===== config.mk =====
export PLATFORM = sky130hd
export DESIGN_NAME = clk_edge_monitor_flat
export DESIGN_NICKNAME = d
export VERILOG_FILES = /design/src/rtl/clk_edge_monitor_if.sv /design/src/rtl/clk_edge_monitor.sv /design/src/flat_wrapper.sv
export SDC_FILE = /design/constraint.sdc
export NUM_CORES = 1
export LEC_CHECK = 0
export ABC_AREA = 0
export CAP_MARGIN = 5
export CORE_AREA = 2 2 105 66
export CTS_BUF_LIST = sky130_fd_sc_hd__clkbuf_2
export CTS_CLUSTER_SIZE = 28
export DETAILED_ROUTE_END_ITERATION = 7
export DIE_AREA = 0 0 107 68
export PLACE_DENSITY = 0.7
export RECOVER_POWER = 50
export SYNTH_ARGS = -nofsm -noshare
export SYNTH_HDL_FRONTEND = slang
export SYNTH_SLANG_ARGS = --single-unit

===== constraint.sdc =====
create_clock -name i_clk -period 6.7 [get_ports i_clk]
set_input_delay 0.67 -clock i_clk [delete_from_list [all_inputs] [get_ports i_clk]]
set_output_delay 0.67 -clock i_clk [all_outputs]
set_load 0.1 [all_outputs]

===== src/rtl/clk_edge_monitor_if.sv =====
// Signal bundle between the divided-clock monitor and its fabric user.
// The master drives the divided clock and controls; the slave is the monitor.
interface clk_edge_monitor_if;
    logic        i_div_clk;
    logic        i_enable;
    logic        i_err_clr;
    logic        o_rise_tick;
    logic        o_fall_tick;
    logic        o_locked;
    logic        o_lost;
    logic [15:0] o_half_period;
    logic [7:0]  o_err_cnt;

    modport master (
        output i_div_clk,
        output i_enable,
        output i_err_clr,
        input  o_rise_tick,
        input  o_fall_tick,
        input  o_locked,
        input  o_lost,
        input  o_half_period,
        input  o_err_cnt
    );

    modport slave (
        input  i_div_clk,
        input  i_enable,
        input  i_err_clr,
        output o_rise_tick,
        output o_fall_tick,
        output o_locked,
        output o_lost,
        output o_half_period,
        output o_err_cnt
    );
endinterface


===== src/rtl/clk_edge_monitor.sv =====
// Samples a divided clock as data, emits edge ticks on i_clk and
// tracks half-period lock/loss against an expected half-period.
module clk_edge_monitor #(
    parameter int unsigned EXP_HALF    = 50,
    parameter int unsigned TOL         = 2,
    parameter int unsigned LOCK_CNT    = 4,
    parameter int unsigned TIMEOUT     = 100,
    parameter int unsigned SYNC_STAGES = 2
) (
    input  logic              i_clk,
    input  logic              i_reset_n,
    clk_edge_monitor_if.slave mon
);

    localparam int unsigned GW = $clog2(LOCK_CNT + 1);

    localparam logic [15:0]   MEAS_LO   = 16'(EXP_HALF - TOL);
    localparam logic [15:0]   MEAS_HI   = 16'(EXP_HALF + TOL);
    localparam logic [15:0]   TO_LAST   = 16'(TIMEOUT - 1);
    localparam logic [GW-1:0] GOOD_LAST = GW'(LOCK_CNT - 1);

    typedef enum logic [1:0] {
        S_IDLE,
        S_ACQUIRE,
        S_LOCKED,
        S_LOST
    } state_e;

    state_e                 state_q, state_d;
    logic [SYNC_STAGES-1:0] sync_q;
    logic                   hist_q;
    logic [15:0]            cnt_q, cnt_d;
    logic                   first_q, first_d;
    logic [GW-1:0]          good_q, good_d;
    logic [15:0]            hp_q, hp_d;
    logic [7:0]             err_q, err_d;
    logic                   rise_q, rise_d;
    logic                   fall_q, fall_d;

    logic                   sync_lvl;
    logic                   edge_det;
    logic                   live;
    logic [15:0]            cnt_inc;
    logic                   meas_good;
    logic                   timeout;
    logic                   err_inc;

    always_ff @(posedge i_clk or negedge i_reset_n) begin
        if (!i_reset_n) begin
            sync_q <= '0;
            hist_q <= 1'b0;
        end else begin
            sync_q <= {sync_q[SYNC_STAGES-2:0], mon.i_div_clk};
            hist_q <= sync_q[SYNC_STAGES-1];
        end
    end

    assign sync_lvl  = sync_q[SYNC_STAGES-1];
    assign edge_det  = sync_lvl ^ hist_q;
    assign live      = mon.i_enable && (state_q != S_IDLE);
    // Counter+1 doubles as the measurement: cycles since the last edge.
    assign cnt_inc   = (cnt_q == 16'hFFFF) ? cnt_q : cnt_q + 16'd1;
    assign meas_good = (cnt_inc >= MEAS_LO) && (cnt_inc <= MEAS_HI);
    assign timeout   = (cnt_q == TO_LAST);

    always_comb begin
        state_d = state_q;
        cnt_d   = cnt_inc;
        first_d = first_q;
        good_d  = good_q;
        hp_d    = hp_q;
        err_inc = 1'b0;
        rise_d  = live & edge_det & sync_lvl;
        fall_d  = live & edge_det & ~sync_lvl;

        if (!mon.i_enable) begin
            state_d = S_IDLE;
            cnt_d   = '0;
        end else begin
            unique case (state_q)
                S_IDLE: begin
                    state_d = S_ACQUIRE;
                    first_d = 1'b1;
                    good_d  = '0;
                    cnt_d   = '0;
                end
                S_ACQUIRE: begin
                    if (edge_det) begin
                        cnt_d = '0;
                        if (first_q) begin
                            first_d = 1'b0;
                        end else begin
                            hp_d = cnt_inc;
                            if (!meas_good) begin
                                good_d = '0;
                            end else if (good_q == GOOD_LAST) begin
                                good_d  = '0;
                                state_d = S_LOCKED;
                            end else begin
                                good_d = good_q + GW'(1);
                            end
                        end
                    end else if (timeout) begin
                        state_d = S_LOST;
                    end
                end
                S_LOCKED: begin
                    if (edge_det) begin
                        cnt_d = '0;
                        hp_d  = cnt_inc;
                        if (!meas_good) begin
                            state_d = S_ACQUIRE;
                            good_d  = '0;
                            first_d = 1'b0;
                            err_inc = 1'b1;
                        end
                    end else if (timeout) begin
                        state_d = S_LOST;
                        err_inc = 1'b1;
                    end
                end
                S_LOST: begin
                    // The reviving edge only restarts the measurement.
                    if (edge_det) begin
                        cnt_d   = '0;
                        state_d = S_ACQUIRE;
                        first_d = 1'b0;
                        good_d  = '0;
                    end
                end
                default: begin
                    state_d = S_IDLE;
                end
            endcase
        end

        if (mon.i_err_clr) begin
            err_d = '0;
        end else if (err_inc && (err_q != 8'hFF)) begin
            err_d = err_q + 8'd1;
        end else begin
            err_d = err_q;
        end
    end

    always_ff @(posedge i_clk or negedge i_reset_n) begin
        if (!i_reset_n) begin
            state_q <= S_IDLE;
            cnt_q   <= '0;
            first_q <= 1'b0;
            good_q  <= '0;
            hp_q    <= '0;
            err_q   <= '0;
            rise_q  <= 1'b0;
            fall_q  <= 1'b0;
        end else begin
            state_q <= state_d;
            cnt_q   <= cnt_d;
            first_q <= first_d;
            good_q  <= good_d;
            hp_q    <= hp_d;
            err_q   <= err_d;
            rise_q  <= rise_d;
            fall_q  <= fall_d;
        end
    end

    assign mon.o_rise_tick   = rise_q;
    assign mon.o_fall_tick   = fall_q;
    assign mon.o_locked      = (state_q == S_LOCKED);
    assign mon.o_lost        = (state_q == S_LOST);
    assign mon.o_half_period = hp_q;
    assign mon.o_err_cnt     = err_q;

endmodule


===== src/flat_wrapper.sv =====
// flat-port wrapper written by rule: the top's interface ports become plain ports
module clk_edge_monitor_flat 
#(
    parameter int unsigned EXP_HALF    = 50,
    parameter int unsigned TOL         = 2,
    parameter int unsigned LOCK_CNT    = 4,
    parameter int unsigned TIMEOUT     = 100,
    parameter int unsigned SYNC_STAGES = 2
)
  (i_clk, i_reset_n, mon_i_div_clk, mon_i_enable, mon_i_err_clr, mon_o_rise_tick, mon_o_fall_tick, mon_o_locked, mon_o_lost, mon_o_half_period, mon_o_err_cnt);
  clk_edge_monitor_if mon_i ();
  input  logic i_clk;
  input  logic i_reset_n;
  input wire logic [$bits(mon_i.i_div_clk)-1:0] mon_i_div_clk;
  input wire logic [$bits(mon_i.i_enable)-1:0] mon_i_enable;
  input wire logic [$bits(mon_i.i_err_clr)-1:0] mon_i_err_clr;
  output wire logic [$bits(mon_i.o_rise_tick)-1:0] mon_o_rise_tick;
  output wire logic [$bits(mon_i.o_fall_tick)-1:0] mon_o_fall_tick;
  output wire logic [$bits(mon_i.o_locked)-1:0] mon_o_locked;
  output wire logic [$bits(mon_i.o_lost)-1:0] mon_o_lost;
  output wire logic [$bits(mon_i.o_half_period)-1:0] mon_o_half_period;
  output wire logic [$bits(mon_i.o_err_cnt)-1:0] mon_o_err_cnt;
  assign mon_i.i_div_clk = mon_i_div_clk;
  assign mon_i.i_enable = mon_i_enable;
  assign mon_i.i_err_clr = mon_i_err_clr;
  assign mon_o_rise_tick = mon_i.o_rise_tick;
  assign mon_o_fall_tick = mon_i.o_fall_tick;
  assign mon_o_locked = mon_i.o_locked;
  assign mon_o_lost = mon_i.o_lost;
  assign mon_o_half_period = mon_i.o_half_period;
  assign mon_o_err_cnt = mon_i.o_err_cnt;
  clk_edge_monitor #(.EXP_HALF(EXP_HALF), .TOL(TOL), .LOCK_CNT(LOCK_CNT), .TIMEOUT(TIMEOUT), .SYNC_STAGES(SYNC_STAGES)) u_core (.i_clk(i_clk), .i_reset_n(i_reset_n), .mon(mon_i));
endmodule

==> run_results.csv <==
group,metric,value,unit
drt,ant_nets,0,
grt,grt_util_all_layers,18.06,%
floorplanning,rows,23,
critical_path,critical_path_class,"reg2reg",
drt,wl,6.014,mm
clock_network,cts_resized,0,
critical_path,cp.arrival,3.83,ns
logic_synthesis,synth_flop_cell,"dfrtp_1",
clock_network,path_clk_slew,0.28,ns
grt,grt_pass1_vias,2005,
sta,fin_setup_tns,0,ns
pwr,powerDensity,210.9,mW/mm^2
sta,max_slew_margin,-76.77,%
critical_path,r2r_cells,9,
clock_network,tritoncts,"built",
logic_synthesis,synth-seq-cells,51,
logic_synthesis,postSynth.asyncResetShare,100.0,%
placement,post-dp-hpwl,4.398,mm
cells_and_area,multi_input_area,0.001410,mm^2
logic_synthesis,synthMuxAreaShare,4.888,%
logic_synthesis,synth_top_family_by_area,"simple AND/OR/NAND/NOR gates",
grt,grt_max_degree,52,
drt,dr.pass1.iters,4,
min_path,hp-class,"reg2reg",
logic_synthesis,yosys.area_share.simple,24.66,%
grt,grt_pass1_wl,10.16,mm
sta,min_period_over_period,51.53,%
critical_path,required,7.07,ns
pwr,leakagePower,1.320,nW
floorplanning,dieWidth,107,um
cells_and_area,fin_util,50.11,%
grt,gr-total-overflow,0,
logic_synthesis,synth-xor-area-share,3.453,%
floorplanning,coreArea,0.006417,mm^2
floorplanning,initial_core_util,43.48,%
logic_synthesis,yosys_warnings,0,
drt,vias,2226,
drt,first_iter_violations,147,
cells_and_area,fin_nets,327,
floorplanning,io_pins,33,
placement,place_congestion,0.9587,
floorplanning,die_area,0.007276,mm^2
logic_synthesis,synth-compound-area-share,14.93,%
cells_and_area,seq_area,0.001276,mm^2
clock_network,cts_buffers,5,
pwr,ir_drop,87.01,uV
run_status,violations,"max-capacitance violations, max-slew violations",
logic_synthesis,syn-num-nets,298,
clock_network,cts.path.max_buffers,2,
cells_and_area,drive_gt1_share,9.494,%
placement,place_ws,3.413,ns
drt,wl_per_cell,14.92,um
clock_network,insertion_delay,0.44,ns
logic_synthesis,syn_area,0.002790,mm^2
cells_and_area,antenna_cells,0,
sta,final-hold-violation-count,0,
sta,fmax,0.2896,GHz
logic_synthesis,synth.yosys.seq_area_share,45.74,%
logic_synthesis,synth_area_per_cell,9.756,um^2
logic_synthesis,synth-edff-count,0,
cells_and_area,fill_cells,618,
critical_path,reg2reg_slack,3.25,ns
sta,tightest_slew,2.652,ns
pwr,power,678.1,uW
floorplanning,dieHeight,68,um
clock_network,htree_num_levels,2,
clock_network,cts.sinks,51,
sta,setup_ws,3.247,ns
sta,fin_crit,3.453,ns
sta,rsz0062_at_grt,"false",
min_path,hold_path_depth,0,
logic_synthesis,syn-instance-count,286,
sta,drv_slew,52,
logic_synthesis,ys_types,52,
logic_synthesis,synth_fa_ha_area_share,3.139,%
clock_network,hold_buffers,0,
critical_path,worstPathMaxFanout,13,
drt,remaining_drc_errors,0,
critical_path,startpoint_type,"register",
drt,viasPerCell,5.524,
cells_and_area,syn2layout_area_growth,15.25,%
sta,final-setup-viol-count,0,
run_status,status,"finished with violations",
critical_path,cp-end-kind,"register",
placement,port_buffers,32,
grt,grt_antenna_before_repair,0,
job,maxCapViolCount,1,
clock_network,cts_setup_buffers,0,
clock_network,root_buffer,"clkbuf_2",
sta,skew,0.03112,ns
## cell families after synthesis
logic type | count (synthesis)
multiplexers | 12
AND/OR/NAND/NOR | 123
buffers and inverters | 20
AO/OA/AOI/OAI | 62
XOR/XNOR | 11
adder cells (fa/ha/maj) | 7
flip-flops | 51
## cell type report
cell class / count / area share (%)
multi-input cells: 215 / 43.85
clock inverters: 3 / 1.323
flip-flops and latches: 51 / 39.69
repair buffers: 34 / 10.04
well taps: 87 / 3.385
inverters: 8 / 0.9339
clock buffers: 5 / 0.7782
## synthesized netlist by cell type (2+ instances only)
| cell type | number | share of area (%) |
|---|---|---|
| o211ai_1 | 3 | 0.81 |
| mux2_2 | 5 | 2.0 |
| mux2i_1 | 5 | 1.8 |
| a31o_2 | 2 | 0.63 |
| nor4_1 | 2 | 0.45 |
| and3_1 | 3 | 0.67 |
| xnor2_1 | 5 | 1.6 |
| dfrtp_1 | 51 | 46 |
| nand2_1 | 32 | 4.3 |
| buf_2 | 5 | 0.90 |
| nor3_1 | 5 | 0.90 |
| or3_1 | 2 | 0.45 |
| xor2_1 | 6 | 1.9 |
| a21oi_1 | 11 | 2.0 |
| o31ai_1 | 5 | 1.3 |
| mux2_4 | 2 | 1.1 |
| nor4bb_1 | 2 | 0.72 |
| nor2b_1 | 8 | 1.8 |
| and4_2 | 2 | 0.72 |
| nand2b_1 | 2 | 0.45 |
| a31oi_1 | 3 | 0.67 |
| nor2_2 | 2 | 0.45 |
| nand4_4 | 2 | 1.5 |
| clkbuf_1 | 6 | 0.81 |
| inv_1 | 8 | 1.1 |
| or4_1 | 4 | 1.1 |
| o221a_1 | 2 | 0.81 |
| a21o_1 | 3 | 0.81 |
| ha_1 | 7 | 3.1 |
| nor2_1 | 32 | 4.3 |
| nand4_1 | 5 | 1.1 |
| and2_1 | 2 | 0.45 |
| o21ai_0 | 24 | 4.3 |
| nand3_1 | 10 | 1.8 |
## per-layer routing
metal / vias to the layer above / GRT usage (%) / wire length [um]
met5: - / 0 / 0
met4: 0 / 5.032 / 41
met3: 2 / 3.714 / 318
met2: 60 / 24.36 / 2401
met1: 1086 / 28.67 / 3252
li1: 1078 / - / -
## state kept, by name, summed over array words and instances (netlist names)
signal	count
u_core.first_q	1
u_core.state_q	2
u_core.good_q	3
u_core.mon.o_half_period	16
u_core.sync_q	2
u_core.mon.o_rise_tick	1
u_core.cnt_q	16
u_core.mon.o_fall_tick	1
u_core.hist_q	1
u_core.mon.o_err_cnt	8
## power by group
part	leakage (nW)	internal [mW]	total [mW]	switching (mW)
sequential	0.698	0.323	0.336	0.0126
combinational	0.581	0.0503	0.181	0.131
clock	0.0410	0.0634	0.161	0.0981
total	1.32	0.437	0.678	0.241
## path summary, 6_finish.rpt
check | from | end
max in group asynchronous | i_reset_n | u_core.state_q[1]
setup / recovery | u_core.cnt_q[1] | u_core.mon.o_err_cnt[2]
hold reg to reg | u_core.sync_q[0] | u_core.sync_q[1]
hold / removal | u_core.sync_q[0] | u_core.sync_q[1]
setup reg to reg | u_core.cnt_q[1] | u_core.mon.o_err_cnt[2]
min in group asynchronous | i_reset_n | u_core.mon.o_half_period[5]
## critical path: stages (launching register included)
cell and delay [ns]:
dfrtp_1 0.48, ha_1 0.37, nand4_1 0.32, nor4_4 0.61, nor2_2 0.09, mux2_4 0.29, nand4b_4 0.23, o41ai_4 0.63
nor2_2 0.07, mux2_4 0.31
## placed cells by master (no fill, tap or decap), drive strengths merged, types with 2 or more instances in the layout
| master | n |
|---|---|
| and2 | 2 |
| ha | 7 |
| nand4 | 8 |
| nor4 | 3 |
| o41ai | 3 |
| a31oi | 3 |
| a31o | 2 |
| nand2 | 32 |
| xor2 | 6 |
| clkbuf | 7 |
| or4 | 4 |
| nand3 | 10 |
| clkdlybuf4s50 | 29 |
| o31ai | 5 |
| or3 | 2 |
| a21o | 3 |
| dlygate4sd3 | 2 |
| and4 | 2 |
| nand2b | 2 |
| a21oi | 11 |
| and3 | 3 |
| o221a | 2 |
| nor3 | 6 |
| mux2i | 5 |
| nor2b | 8 |
| dfrtp | 51 |
| inv | 9 |
| o21ai | 25 |
| xnor2 | 5 |
| mux2 | 7 |
| nor2 | 34 |
| nor4bb | 2 |
| o211ai | 3 |
## stage by stage
step | area [um^2] | instances | hold WS (ns)
finish | 3216 | 403 | 0.3918
global route | 3216 | 403 | 0.4129
CTS | 3238 | 403 | 0.2972
detailed placement | 3171 | 395 | 0.3393
global placement | 3171 | 395 | 0.3355
floorplan | 2790 | 286 | 0.3312
Note: power is estimated with default switching activity, not from simulation.
